`src/rtl/dmem_pkg.sv`:
```
// dmem_pkg: shared sizes, FSM states and requester indices for the data-memory arbiter.
package dmem_pkg;
    localparam int DMEM_DEPTH = 256;
    localparam int ADDR_W = $clog2(DMEM_DEPTH);
    localparam int DATA_W = 32;
    localparam logic REQ_CPU = 1'b0;
    localparam logic REQ_DMA = 1'b1;
    typedef enum logic [1:0] {IDLE, ACCESS, DONE} state_t;
endpackage

```
`src/rtl/dmem_arb_pick.sv`:
```
// dmem_arb_pick: winner selection; DMEM_ARB_RR_EN gives round-robin ties, otherwise the CPU wins ties.
module dmem_arb_pick (
    input  logic req0,
    input  logic req1,
    input  logic last_grant,
    output logic any,
    output logic win
);
    import dmem_pkg::*;
    assign any = req0 | req1;
`ifdef DMEM_ARB_RR_EN
    assign win = (req0 && req1) ? ~last_grant : (req1 ? REQ_DMA : REQ_CPU);
`else
    logic unused_last_grant;
    assign unused_last_grant = last_grant;
    assign win = req0 ? REQ_CPU : (req1 ? REQ_DMA : REQ_CPU);
`endif
endmodule

```
`src/rtl/dmem_arbiter.sv`:
```
// dmem_arbiter: serialises CPU/DMA word accesses to the data memory; DMEM_ARB_RR_EN enables round-robin ties.
module dmem_arbiter #(
    parameter int ADDR_W = dmem_pkg::ADDR_W,
    parameter int DATA_W = dmem_pkg::DATA_W
) (
    input  logic              clk,
    input  logic              rst,
    input  logic              req0,
    input  logic              req1,
    input  logic              we0,
    input  logic              we1,
    input  logic [31:0]       addr0,
    input  logic [31:0]       addr1,
    input  logic [DATA_W-1:0] wdata0,
    input  logic [DATA_W-1:0] wdata1,
    output logic              gnt0,
    output logic              gnt1,
    output logic              done0,
    output logic              done1,
    output logic              err0,
    output logic              err1,
    output logic [DATA_W-1:0] rdata0,
    output logic [DATA_W-1:0] rdata1,
    output logic [31:0]       mem_addr,
    output logic [DATA_W-1:0] mem_wdata,
    output logic              mem_read,
    output logic              mem_write,
    input  logic [DATA_W-1:0] mem_rdata
);
    import dmem_pkg::*;
    state_t state_q, state_d;
    logic any_req, win, last_grant;
    logic sel_we, sel_oor;
    logic [31:0] sel_addr;
    logic [DATA_W-1:0] sel_wdata;
    logic owner_q, owner_d, we_q, we_d, oor_q, oor_d;
    logic [1:0] gnt_q, gnt_d, done_q, done_d, err_q, err_d;
    logic [1:0][DATA_W-1:0] rdata_q, rdata_d;
    logic [31:0] mem_addr_q, mem_addr_d;
    logic [DATA_W-1:0] mem_wdata_q, mem_wdata_d;
    logic mem_read_q, mem_read_d, mem_write_q, mem_write_d;

    dmem_arb_pick u_pick (
        .req0(req0),
        .req1(req1),
        .last_grant(last_grant),
        .any(any_req),
        .win(win)
    );

    assign sel_we    = win ? we1 : we0;
    assign sel_addr  = win ? addr1 : addr0;
    assign sel_wdata = win ? wdata1 : wdata0;
    assign sel_oor   = |sel_addr[31:ADDR_W];

`ifdef DMEM_ARB_RR_EN
    logic last_grant_q, last_grant_d;
    always_comb last_grant_d = (state_q == IDLE && any_req) ? win : last_grant_q;
    always_ff @(posedge clk) last_grant_q <= rst ? REQ_DMA : last_grant_d;
    assign last_grant = last_grant_q;
`else
    assign last_grant = REQ_DMA;
`endif

    // Memory-side signals are registered so the memory sees them for the whole ACCESS cycle.
    always_comb begin
        state_d     = state_q;
        owner_d     = owner_q;
        we_d        = we_q;
        oor_d       = oor_q;
        gnt_d       = '0;
        done_d      = '0;
        err_d       = '0;
        rdata_d     = rdata_q;
        mem_addr_d  = mem_addr_q;
        mem_wdata_d = mem_wdata_q;
        mem_read_d  = 1'b0;
        mem_write_d = 1'b0;
        case (state_q)
            IDLE: if (any_req) begin
                state_d      = ACCESS;
                owner_d      = win;
                we_d         = sel_we;
                oor_d        = sel_oor;
                gnt_d[win]   = 1'b1;
                mem_addr_d   = sel_addr;
                mem_wdata_d  = sel_wdata;
                mem_read_d   = !sel_we && !sel_oor;
                mem_write_d  = sel_we && !sel_oor;
            end
            ACCESS: begin
                state_d          = DONE;
                done_d[owner_q]  = 1'b1;
                err_d[owner_q]   = oor_q;
                rdata_d[owner_q] = (we_q || oor_q) ? '0 : mem_rdata;
            end
            DONE:    state_d = IDLE;
            default: state_d = IDLE;
        endcase
    end

    always_ff @(posedge clk) begin
        if (rst) begin
            state_q     <= IDLE;
            owner_q     <= REQ_CPU;
            we_q        <= 1'b0;
            oor_q       <= 1'b0;
            gnt_q       <= '0;
            done_q      <= '0;
            err_q       <= '0;
            rdata_q     <= '0;
            mem_addr_q  <= '0;
            mem_wdata_q <= '0;
            mem_read_q  <= 1'b0;
            mem_write_q <= 1'b0;
        end else begin
            state_q     <= state_d;
            owner_q     <= owner_d;
            we_q        <= we_d;
            oor_q       <= oor_d;
            gnt_q       <= gnt_d;
            done_q      <= done_d;
            err_q       <= err_d;
            rdata_q     <= rdata_d;
            mem_addr_q  <= mem_addr_d;
            mem_wdata_q <= mem_wdata_d;
            mem_read_q  <= mem_read_d;
            mem_write_q <= mem_write_d;
        end
    end

    assign gnt0      = gnt_q[REQ_CPU];
    assign gnt1      = gnt_q[REQ_DMA];
    assign done0     = done_q[REQ_CPU];
    assign done1     = done_q[REQ_DMA];
    assign err0      = err_q[REQ_CPU];
    assign err1      = err_q[REQ_DMA];
    assign rdata0    = rdata_q[REQ_CPU];
    assign rdata1    = rdata_q[REQ_DMA];
    assign mem_addr  = mem_addr_q;
    assign mem_wdata = mem_wdata_q;
    assign mem_read  = mem_read_q;
    assign mem_write = mem_write_q;
endmodule

```
`config.mk`:
```
export PLATFORM = sky130hd
export DESIGN_NAME = dmem_arbiter
export DESIGN_NICKNAME = d
export VERILOG_FILES = /design/src/rtl/dmem_pkg.sv /design/src/rtl/dmem_arb_pick.sv /design/src/rtl/dmem_arbiter.sv
export SDC_FILE = /design/constraint.sdc
export NUM_CORES = 1
export LEC_CHECK = 0
export ABC_AREA = 1
export CAP_MARGIN = 20
export CORE_MARGIN = 2
export CORE_UTILIZATION = 25
export DETAILED_ROUTE_END_ITERATION = 16
export GPL_TIMING_DRIVEN = 1
export PLACE_DENSITY = 0.63
export SETUP_SLACK_MARGIN = 0.1
export SLEW_MARGIN = 20
export SYNTH_ARGS = -nofsm -noshare
export SYNTH_HDL_FRONTEND = slang
export SYNTH_SLANG_ARGS = --single-unit
```
`constraint.sdc`:
```
create_clock -name clk -period 2.3 [get_ports clk]
set_input_delay 0.345 -clock clk [delete_from_list [all_inputs] [get_ports clk]]
set_output_delay 0.345 -clock clk [all_outputs]
set_load 0.02 [all_outputs]
```
# Word level (Yosys, flattened, before mapping)
# Index checks and enable logic that the tools add are counted.
[totals] output_inout_bits=136 wordCells=51 register_bits=141
[classes] eq_ne=2 muxes=15 magnitude_cmp=4 bitwise=5 n_reduce_logical=12
[op_table] operator="2-to-1 mux 32 bit" n=4
[op_table] operator="bitwise mux 64 bit" n=1
[op_table] operator="demux 32 bit (select 1 bit)" n=1
[op_table] operator="OR reduction 24 bit" n=1
[op_table] operator="2-to-1 mux 1 bit" n=5
[op_table] operator="logical AND 1 bit" n=4
[op_table] operator="less-than comparator 1 x 2 -> 1 bit (second input constant)" n=2
[op_table] operator="case mux 2 bit (2 select lines)" n=1
[op_table] operator="NOT 1 bit" n=3
[op_table] operator="OR reduction 3 bit" n=1
[op_table] operator="bitwise AND 2 bit" n=1
[op_table] operator="demux 1 bit (select 1 bit)" n=2
[op_table] operator="equality test 2 x 1 -> 1 bit (second input constant)" n=1
[op_table] operator="greater-or-equal comparator 1 bit (second input constant)" n=2
[op_table] operator="zero test 1 bit" n=2
[op_table] operator="zero test 2 bit" n=1
[op_table] operator="2-to-1 mux 2 bit" n=1
[op_table] operator="!= test 2 bit (second input constant)" n=1
[op_table] operator="AND reduction 2 bit" n=1
[op_table] operator="OR reduction 2 bit" n=1
[op_table] operator="logical OR 1 bit" n=1
[op_table] operator="bitwise OR 1 bit" n=1

# Logic depth before layout (Yosys ltp)
# Gate-level depths: netlist of the first run.
[depth] word_depth=6 depth_mapped=12 depth_no_buf=10

# Cells and area by module
# From an unflattened synthesis of the first run, not the netlist that was laid out.
[unflattened] cells_unflattened=742 area_unflattened_um2=5432.7
[by_module_without_submodules] module="dmem_arbiter" area_per_inst_um2=5417.7 n_inst=1 cells_each=738 seq_area_each_um2=2822.7
[by_module_without_submodules] module="dmem_arb_pick" area_per_inst_um2=15.0 n_inst=1 cells_each=4 seq_area_each_um2=0.0

# Least setup slack after synthesis of the first run
# No wires, ideal clock.
[synth_path] path_kind="in2reg" startpoint="input req1" endpoint="register mem_addr_q[15] (netlist: mem_addr[15])" slack_ns=0.979 stages=6 required_time_ns=2.183 n_path_buf=3 arrival_ns=1.205 path_cell_list="buf_6 -> o21ai_1 -> nor2_2 -> buf_2 -> buf_2 -> a22o_1"
[synth_between] elab_chain_cells=3 elab_cells_between_ends=5 classes_between="mux (3); bitwise (1); reduce/logical (1)"
[synth_rtl] item="from (decl)" line="dmem_arbiter.sv:9" source="input logic req1,"
[synth_rtl] item="2-to-1 mux 1 bit (2 in series)" line="dmem_arb_pick.sv:16" source="assign win = req0 ? REQ_CPU : (req1 ? REQ_DMA : REQ_CPU);"
[synth_rtl] item="2-to-1 mux 32 bit" line="dmem_arbiter.sv:52" source="assign sel_addr = win ? addr1 : addr0;"
[synth_rtl] item="to (signal assigned)" line="dmem_arbiter.sv:125" source="mem_addr_q <= mem_addr_d;"
[synth_rtl] item="to (decl)" line="dmem_arbiter.sv:39" source="logic [31:0] mem_addr_q, mem_addr_d;"
# Parallel ways exist; a longest one is shown, timed or not.
# A chain may end at the register's enable or synchronous reset.

# Worst setup path after layout of the first run
[layout_path] startpoint="input req0" endpoint="register oor_q"
[layout_between] elab_chain_cells=3 elab_cells_between_ends=5 classes_between="mux (2); bitwise (1); reduce/logical (2)"
[layout_rtl] item="from (decl)" line="dmem_arbiter.sv:8" source="input logic req0,"
[layout_rtl] item="2-to-1 mux 1 bit" line="dmem_arb_pick.sv:16"
[layout_rtl] item="2-to-1 mux 32 bit" line="dmem_arbiter.sv:52"
[layout_rtl] item="OR reduction 24 bit" line="dmem_arbiter.sv:54" source="assign sel_oor = |sel_addr[31:ADDR_W];"
[layout_rtl] item="to (signal assigned)" line="dmem_arbiter.sv:120" source="oor_q <= oor_d;"
[layout_rtl] item="to (decl)" line="dmem_arbiter.sv:36" source="logic owner_q, owner_d, we_q, we_d, oor_q, oor_d;"
# Parallel ways exist; a longest one is shown, timed or not.

==> flow_summary_export.csv, run 1 <==
group,metric,value,unit
run_status,status,"finished clean",
timing,fin_ws,0.532,ns
power,ir_drop,0.441,mV
logic_synthesis,syn_inst,705,
flow_run,cap_violations,0,
power,powerDensity,758,nW/µm²
drt,drt_iter0_markers,241,
worst_setup_path,worst_ep_arrival_time,2.07,ns
placement,dp_slack,0.0893,ns
drt,viasPerCell,4.43,
worst_setup_path,critPathKind,"in2reg",
floorplanning,fp.dieArea,22600,µm²
logic_synthesis,yosysSeqAreaShare,52.7,%
power,finalPower,0.00697,W
worst_setup_path,crit_fanout,26,
logic_synthesis,synth_area,5350,µm²
clock_network,numCtsBuffers,17,
timing,finalCritPeriodShare,76.9,%
clock_network,cts_resized,0,
worst_setup_path,crit_top_cell,"nand2_1",
layout,mostFrequentLayoutCells,"clkdlybuf4s50_1, nand2_1, dfxtp_1, nor2_1, o21ai_0",
worst_setup_path,ff2ff_path_depth,6,
timing,fmax,566,MHz
power,p_switching,0.00190,W
worst_setup_path,required,2.60,ns
timing,final-hold-violation-count,0,
timing,setup_tns,0,ns
min_path,holdPathEnd,"we_q",
power,switching_share,27.2,%
clock_network,clkTransAtPathRegs,0.06,ns
power,internal_power,0.00508,W
worst_setup_path,r2r_slack,0.84,ns
min_path,hp-class,"reg2reg",
layout,fin_area,9200,µm²
layout,nets,1156,
timing,grt_setup_unrepaired,"false",
drt,routed_wl,18600,µm
timing,slew_violations,0,
placement,io_buffer_count,301,
worst_setup_path,critPathCaptureType,"register",
clock_network,root_buffer,"clkbuf_16",
logic_synthesis,yosysWarnings,0,
clock_network,cts_setup_buffers,0,
worst_setup_path,critPathLaunchType,"input pin",
worst_setup_path,cp_slowest_cell,"clkdlybuf4s50_1",
power,pwr-share-seq,39.2,%
min_path,min_from,"we_q",
layout,diodes,0,
global_route,grt_overflow,0,
min_path,hold_depth,2,
floorplanning,start_util,25.5,%
timing,min_period,1.77,ns
global_route,grt_pass1_vias,5632,
placement,placed_cell_area,8600,µm²
floorplanning,die_y,150,µm
clock_network,clk_path_buf_depth,2,
power,pwr-share-comb,20.0,%
drt,dr.pass1.iters,4,
clock_network,ctsHoldBuffers,0,
floorplanning,num_io_pins,302,
global_route,antenna_found_initial,0,
drt,dr_total_vias,5658,
drt,route.detailed.drc,0,
power,p_clk_share,40.8,%
global_route,grt_max_degree,67,
layout,area_growth,71.9,%
global_route,grt_pass1_wl,28800,µm
timing,setup_violations,0,
drt,antenna_left,0,
placement,gp_congestion,0.829,
floorplanning,coreArea,21000,µm²
layout,layout_commonest_cell,"clkdlybuf4s50_1",
timing,fin_skew,0.0116,ns
floorplanning,die_w,150,µm
timing,worst_pin_slew,0.561,ns
worst_setup_path,r2r_end,"rdata1[20]",
clock_network,cts_tree,"done",
timing,maxSlewHeadroom,62.6,%
clock_network,cts.sinks,141,
layout,drive_above_1_share,5.18,%
global_route,grtUsageTotal,16.2,%
worst_setup_path,crit_path_max_incr_delay,0.48,ns
power,leakagePower,3.81,nW
floorplanning,rows,53,
clock_network,clk_latency,0.41,ns
drt,wl_per_cell,14.6,µm
logic_synthesis,yosys_register_bits,141,
logic_synthesis,syn_nets,871,
logic_synthesis,syn_avg_cell_area,7.59,µm²
worst_setup_path,regToRegStartpoint,"state_q[1]",
layout,fin_cells,1278,
worst_setup_path,crit_chain,"clkdlybuf4s50_1, inv_2, nand2_4, nand2_1, nand2_1, nor2_1, nand2_1, nor2_1, nand3_1, nand2_1, nand2_1",
placement,dp_cells,1246,
placement,dp_hpwl,13100,µm
clock_network,htree_levels,4,
logic_synthesis,yosysUniqueCellTypes,18,
==> state kept, by name (all words and copies together), names as in the netlist, 2 cells and up <==
register   flops
done_q         2
err_q          2
gnt_q          2
mem_addr      32
mem_wdata     32
rdata0        32
rdata1        32
state_q        2
==> routing by layer <==
layer	wire length, µm	global-route usage, %	up-vias
li1	-	-	2860
met1	7840	18.9	2562
met2	8760	27.2	220
met3	1770	7.00	16
met4	241	4.62	0
met5	0	0	-
==> critical path, delay by kind of cell <==
kind                   cells  cell delay, ns
buffers and inverters      2            0.72
and+or+nand+nor            9            0.99
==> Yosys cell counts <==
| cell | count | share of area (%) |
|---|---|---|
| buf_4 | 6 | 0.84 |
| inv_1 | 20 | 1.4 |
| a22o_1 | 24 | 3.9 |
| buf_2 | 19 | 1.8 |
| nor3_1 | 2 | 0.19 |
| o21ai_1 | 1 | 0.093 |
| dfxtp_1 | 141 | 53 |
| nor2_2 | 4 | 0.47 |
| nand3_1 | 54 | 5.0 |
| mux2i_1 | 1 | 0.19 |
| buf_6 | 3 | 0.63 |
| inv_2 | 6 | 0.42 |
| nand2_1 | 221 | 15 |
| clkbuf_1 | 18 | 1.3 |
| o21ai_0 | 62 | 5.8 |
| a21oi_1 | 41 | 3.8 |
| nand2_4 | 1 | 0.21 |
| nor2_1 | 81 | 5.7 |
==> area by class of cell <==
class,count,area (µm²)
Inverter,26,97.6
Multi-Input combinational cell,492,2200
Timing Repair Buffer,312,3130
Fill cell,2098,11800
Clock buffer,20,447
Tap cell,275,344
Clock inverter,12,159
Sequential cell,141,2820
==> how the worst max path moves through the flow <==
stage	end	start
after CTS	mem_addr[5]	mem_addr[5]
after global placement	mem_addr[5]	req1
final	oor_q	req0
after global routing	mem_addr[4]	req1
after detailed placement	mem_addr[3]	req1
after floorplan	mem_addr[15]	req1
==> power groups by stage <==
stage | combinational [W] | clock (W) | sequential [W]
final | 0.00139 | 0.00285 | 0.00273
after global routing | 0.00151 | 0.00306 | 0.00275
after CTS | 0.00141 | 0.00294 | 0.00273
after detailed placement | 0.00140 | 0 | 0.00278
after global placement | 0.00140 | 0 | 0.00278
after floorplan | 0.000415 | 0 | 0.00299
==> stage by stage <==
step           utilization [%]  hold WS [ns]
4_1_cts                   43.8         0.454
6_report                  43.8         0.450
2_1_floorplan                -         0.427
5_1_grt                   43.8         0.479
3_5_place_dp              40.9         0.443
3_3_place_gp              40.9         0.442
==> cells by family after synthesis <==
| kind of cell | Yosys count | share of synthesized area, % |
|---|---|---|
| and+or+nand+nor | 363 | 27.1 |
| DFF | 141 | 52.7 |
| AOI/OAI and AO/OA | 128 | 13.7 |
| buffers and inverters | 72 | 6.33 |
| muxes | 1 | 0.187 |
Power figures use the tool's default switching activity.
==> run 2, diff against run 1 <==
- PLACE_DENSITY: 0.63 -> 0.65
- clock period: 2.3 -> 1.4 ns (I/O delays scaled with it)
==> run 2 against run 1 <==
Net effect: via count is 6.8% higher; clock-buffer cell count is 2 lower; combinational power is 87% higher; global-route usage is 0.45 points higher; power is 69% higher; core utilization is 3.9 points higher; final cell count is 5.1% higher; non-clock buffer count is 66 higher; highest routed layer unchanged.
==> flow_summary_export.csv, run 2 (synthesis results as in run 1) <==
group,metric,value,unit
run_status,status,"finished clean",
placement,gp_congestion,0.820,
placement,dp_hpwl,13200,µm
worst_setup_path,r2r_end,"mem_write",
global_route,grt_max_degree,62,
drt,wl_met3,1960,µm
drt,dr.pass1.iters,5,
drt,dr_total_vias,6044,
power,leakagePower,4.62,nW
floorplanning,fp.dieArea,22600,µm²
layout,area_growth,87.1,%
drt,m1WireLength,8700,µm
min_path,hold_depth,3,
floorplanning,die_w,150,µm
timing,setup_violations,0,
global_route,grt_pass1_vias,5790,
drt,route.detailed.drc,0,
clock_network,root_buffer,"clkbuf_16",
drt,antenna_left,0,
clock_network,numCtsBuffers,17,
clock_network,clkTransAtPathRegs,0.07,ns
floorplanning,start_util,25.5,%
layout,nets,1222,
drt,wl_per_cell,16.1,µm
floorplanning,die_y,150,µm
placement,placed_cell_area,8910,µm²
timing,worst_pin_slew,0.249,ns
worst_setup_path,required,1.74,ns
clock_network,clk_path_buf_depth,2,
layout,diodes,0,
min_path,holdPathEnd,"mem_wdata[22]",
min_path,hp-class,"in2reg",
floorplanning,num_io_pins,302,
layout,mostFrequentLayoutCells,"nand2_1, clkdlybuf4s50_1, dfxtp_1, clkbuf_2, nor2_1",
layout,fin_area,10000,µm²
global_route,grt_overflow,0,
timing,grt_setup_unrepaired,"true",
timing,min_period,1.34,ns
global_route,antenna_found_initial,0,
power,powerDensity,1180,nW/µm²
clock_network,cts_tree,"done",
global_route,grt_pass1_wl,29300,µm
timing,final-hold-violation-count,0,
layout,final_util,47.6,%
timing,fmax,744,MHz
min_path,min_from,"wdata0[22]",
timing,finalCritPeriodShare,96.0,%
layout,drive_above_1_share,28.6,%
worst_setup_path,worst_ep_arrival_time,1.68,ns
worst_setup_path,crit_fanout,11,
clock_network,ctsHoldBuffers,0,
clock_network,cts.sinks,141,
worst_setup_path,critPathCaptureType,"register",
floorplanning,coreArea,21000,µm²
layout,layout_commonest_cell,"nand2_1",
worst_setup_path,critPathLaunchType,"register",
worst_setup_path,critPathKind,"reg2reg",
worst_setup_path,ff2ff_path_depth,8,
worst_setup_path,r2r_slack,0.06,ns
flow_run,cap_violations,0,
drt,viasPerCell,4.50,
floorplanning,rows,53,
placement,io_buffer_count,301,
drt,routed_wl,21700,µm
global_route,grtUsageTotal,16.7,%
clock_network,htree_levels,4,
power,finalPower,0.0118,W
drt,drt_iter0_markers,252,
timing,whs,0.354,ns
worst_setup_path,regToRegStartpoint,"state_q[0]",
timing,fin_skew,0.00978,ns
clock_network,clk_latency,0.41,ns
timing,maxSlewHeadroom,83.1,%
drt,dr_wl_met2,10600,µm
power,ir_drop,0.715,mV
drt,highest_layer,"met4",
timing,slew_violations,0,
-- run 2: cell type report --
class	instances	area, µm²
Clock buffer	18	439
Clock inverter	13	164
Fill cell	2028	11000
Inverter	26	125
Multi-Input combinational cell	492	2500
Sequential cell	141	2830
Tap cell	275	344
Timing Repair Buffer	378	3620
-- run 2: worst max path at each step --
stage	slack, ns	cells past startpoint	startpoint	to
after detailed placement	-0.52	8	req0	mem_write
after floorplan	0.21	6	req1	mem_addr[15]
after CTS	0.005	1	mem_wdata[30]	mem_wdata[30]
after global placement	-0.54	8	req0	mem_write
final	0.06	8	state_q[0]	mem_write
after global routing	-0.05	8	state_q[0]	mem_write
-- run 2: power breakdown --
| group | internal (W) | total [W] | switching (W) |
|---|---|---|---|
| logic | 0.00126 | 0.00260 | 0.00133 |
| clock network | 0.00285 | 0.00469 | 0.00184 |
| registers | 0.00433 | 0.00449 | 0.000169 |
| total | 0.00844 | 0.0118 | 0.00334 |
-- run 2: layer usage --
metal | GRT usage, % | vias up
met3 | 7.09 | 31
met1 | 18.7 | 2774
met5 | 0 | -
met2 | 28.5 | 243
li1 | - | 2996
met4 | 5.38 | 0
-- run 2: worst max-delay path, cell delays in order (launching register included) --
cell     delay [ns]
dfxtp_2        0.34
nor2_4         0.12
o21ai_2        0.07
nor2_2         0.14
buf_6          0.14
buf_4          0.12
buf_8          0.13
nand2_2        0.08
nor2_1         0.13
-- run 2: metrics by stage --
stage	TNS (ns)	cells	setup WS, ns
floorplan	0	705	0.214
global placement	-24.85	1281	-0.545
detailed placement	-26.56	1281	-0.523
CTS	0	1323	0.00524
global route	-0.0507	1343	-0.0507
finish	0	1343	0.0562
-- run 2: timing repair --
item,in CTS,in global routing
endpoints found under the setup margin,193,230
gates resized for setup,304,199
gates cloned,4,14
pin swaps,1,20
buffers inserted,7,7
==> run 3, diff against run 2 <==
==> constraint.sdc (replaced) <==
create_clock -name clk -period 1.4 [get_ports clk]
set_input_delay 0.21 -clock clk [delete_from_list [all_inputs] [get_ports clk]]
set_output_delay 0.21 -clock clk [all_outputs]
set_load 0.01 [all_outputs]
==> run 3 against run 2 <==
Net effect: maximum frequency is 4.9% higher; clock skew is 0.0025 ns lower; sequential power hardly changed; first-iteration DRC count is 9.1% lower; final cell count is 1.2% lower; register-to-register slack better by 0.06 ns; routed wire length is 7.4% lower; core utilization is 1.4 points lower; power is 3.5% lower; combinational power is 15% lower; via count is 3.1% lower; largest cell class unchanged.
==> flow_summary_export.csv, run 3 (synthesis results as in run 1) <==
group,metric,value,unit
floorplanning,die_w,150,µm
timing,maxSlewHeadroom,82.1,%
drt,antenna_left,0,
timing,grt_setup_unrepaired,"true",
global_route,grt_max_degree,62,
clock_network,cts_tree,"done",
floorplanning,num_io_pins,302,
timing,slew_violations,0,
clock_network,ctsHoldBuffers,0,
min_path,hp-class,"in2reg",
power,leakagePower,4.59,nW
drt,dr_total_vias,5856,
power,powerDensity,1170,nW/µm²
floorplanning,fp.dieArea,22600,µm²
global_route,grt_overflow,0,
timing,fin_skew,0.00726,ns
timing,min_period,1.28,ns
global_route,antenna_found_initial,0,
global_route,grt_pass1_vias,5709,
worst_setup_path,crit_fanout,10,
worst_setup_path,crit_path_max_incr_delay,0.32,ns
floorplanning,coreArea,21000,µm²
global_route,grt_pass1_wl,28500,µm
placement,gp_congestion,0.820,
clock_network,numCtsBuffers,17,
layout,final_util,46.3,%
floorplanning,rows,53,
drt,routed_wl,20100,µm
placement,io_buffer_count,301,
clock_network,root_buffer,"clkbuf_16",
floorplanning,start_util,25.5,%
floorplanning,die_y,150,µm
placement,dp_cells,1281,
layout,fin_cells,1327,
clock_network,cts.sinks,141,
drt,route.detailed.drc,0,
layout,fillers,2089,
clock_network,clk_path_buf_depth,2,
timing,finalCritPeriodShare,91.5,%
flow_run,cap_violations,0,
worst_setup_path,cp_slowest_cell,"dfxtp_2",
layout,layout_commonest_cell,"nand2_1",
drt,viasPerCell,4.41,
drt,dr.pass1.iters,4,
layout,diodes,0,
run_status,status,"finished clean",
layout,area_growth,81.7,%
worst_setup_path,worst_ep_arrival_time,1.63,ns
drt,wl_per_cell,15.1,µm
placement,dp_hpwl,13200,µm
clock_network,clkTransAtPathRegs,0.06,ns
power,ir_drop,0.706,mV
global_route,grtUsageTotal,16.1,%
drt,drt_iter0_markers,229,
worst_setup_path,crit_chain,"nor2_2, o21ai_2, nor2_4, nand2_2, clkinv_4, buf_6, nand2_1, nand3_1",
layout,nets,1206,
worst_setup_path,critPathKind,"reg2reg",
clock_network,htree_levels,4,
worst_setup_path,required,1.75,ns
worst_setup_path,critPathLaunchType,"register",
layout,mostFrequentLayoutCells,"nand2_1, clkdlybuf4s50_1, dfxtp_1, dlygate4sd2_1, nor2_1",
timing,setup_violations,0,
layout,drive_above_1_share,11.5,%
timing,worst_pin_slew,0.268,ns
clock_network,clk_latency,0.41,ns
timing,final-hold-violation-count,0,
worst_setup_path,critPathCaptureType,"register",
timing,fmax,781,MHz
[run 3: cell types whose count changed in the layout (fill, tap and decap cells not counted), sizes merged]
cell	before	now
dlygate4sd2	3	110
clkbuf	114	27
clkdlybuf4s15	44	25
buf	72	54
nand2	222	223
[run 3: per-stage QoR]
stage | instance area [µm²] | hold slack [ns] | TNS (ns) | power, W | worst slack (ns)
6_report | 9730 | 0.299 | 0 | 0.0114 | 0.119
5_1_grt | 9730 | 0.292 | 0 | 0.0119 | 0.0368
4_1_cts | 9440 | 0.332 | 0 | 0.0113 | 0.0492
3_5_place_dp | 8910 | 0.455 | -26.56 | 0.00678 | -0.523
3_3_place_gp | 8910 | 0.448 | -24.85 | 0.00678 | -0.545
2_1_floorplan | 5350 | 0.323 | 0 | 0.00537 | 0.214
[run 3: final timing paths]
path / from / endpoint / slack, ns / cells past startpoint
max: state_q[0] / mem_wdata[1] / 0.12 / 8
min: req0 / owner_q / 0.30 / 4
max reg2reg: state_q[0] / mem_wdata[1] / 0.12 / 8
min reg2reg: rdata1[7] / rdata1[7] / 0.46 / 2
[run 3: timing repair]
item | in CTS | in global routing
setup endpoints to repair | 193 | 156
buffers inserted | 3 | 3
pin swaps | 1 | 7
cloned | 1 | 8
resized for setup | 146 | 55
[run 3: report_power, final]
| group | internal (W) | switching, W |
|---|---|---|
| Clock | 0.00285 | 0.00181 |
| Sequential | 0.00432 | 0.000156 |
| Combinational | 0.00119 | 0.00103 |
[run 3: layout make-up]
type / count / area [µm²] / area share, %
timing repair buffer: 361 / 3560 / 36.6
clock buffer: 18 / 439 / 4.52
multi-input combinational: 493 / 2270 / 23.4
sequential: 141 / 2820 / 29.0
inverter: 26 / 118 / 1.21
tap: 275 / 344 / 3.54
clock inverter: 13 / 164 / 1.69
[run 3: routing by layer]
metal | vias up | wire [µm] | track usage [%]
li1 | 2969 | - | -
met1 | 2647 | 8360 | 18.4
met2 | 222 | 9620 | 27.2
met3 | 18 | 1780 | 6.85
met4 | 0 | 322 | 5.42
met5 | - | 0 | 0
[run 3: worst max-delay path: cells and delay by family, from the launching register on]
kind	cells	cell delay [ns]
AO/OA/AOI/OAI	1	0.10
AND/OR/NAND/NOR	5	0.51
buffers and inverters	2	0.29
flip-flops	1	0.32
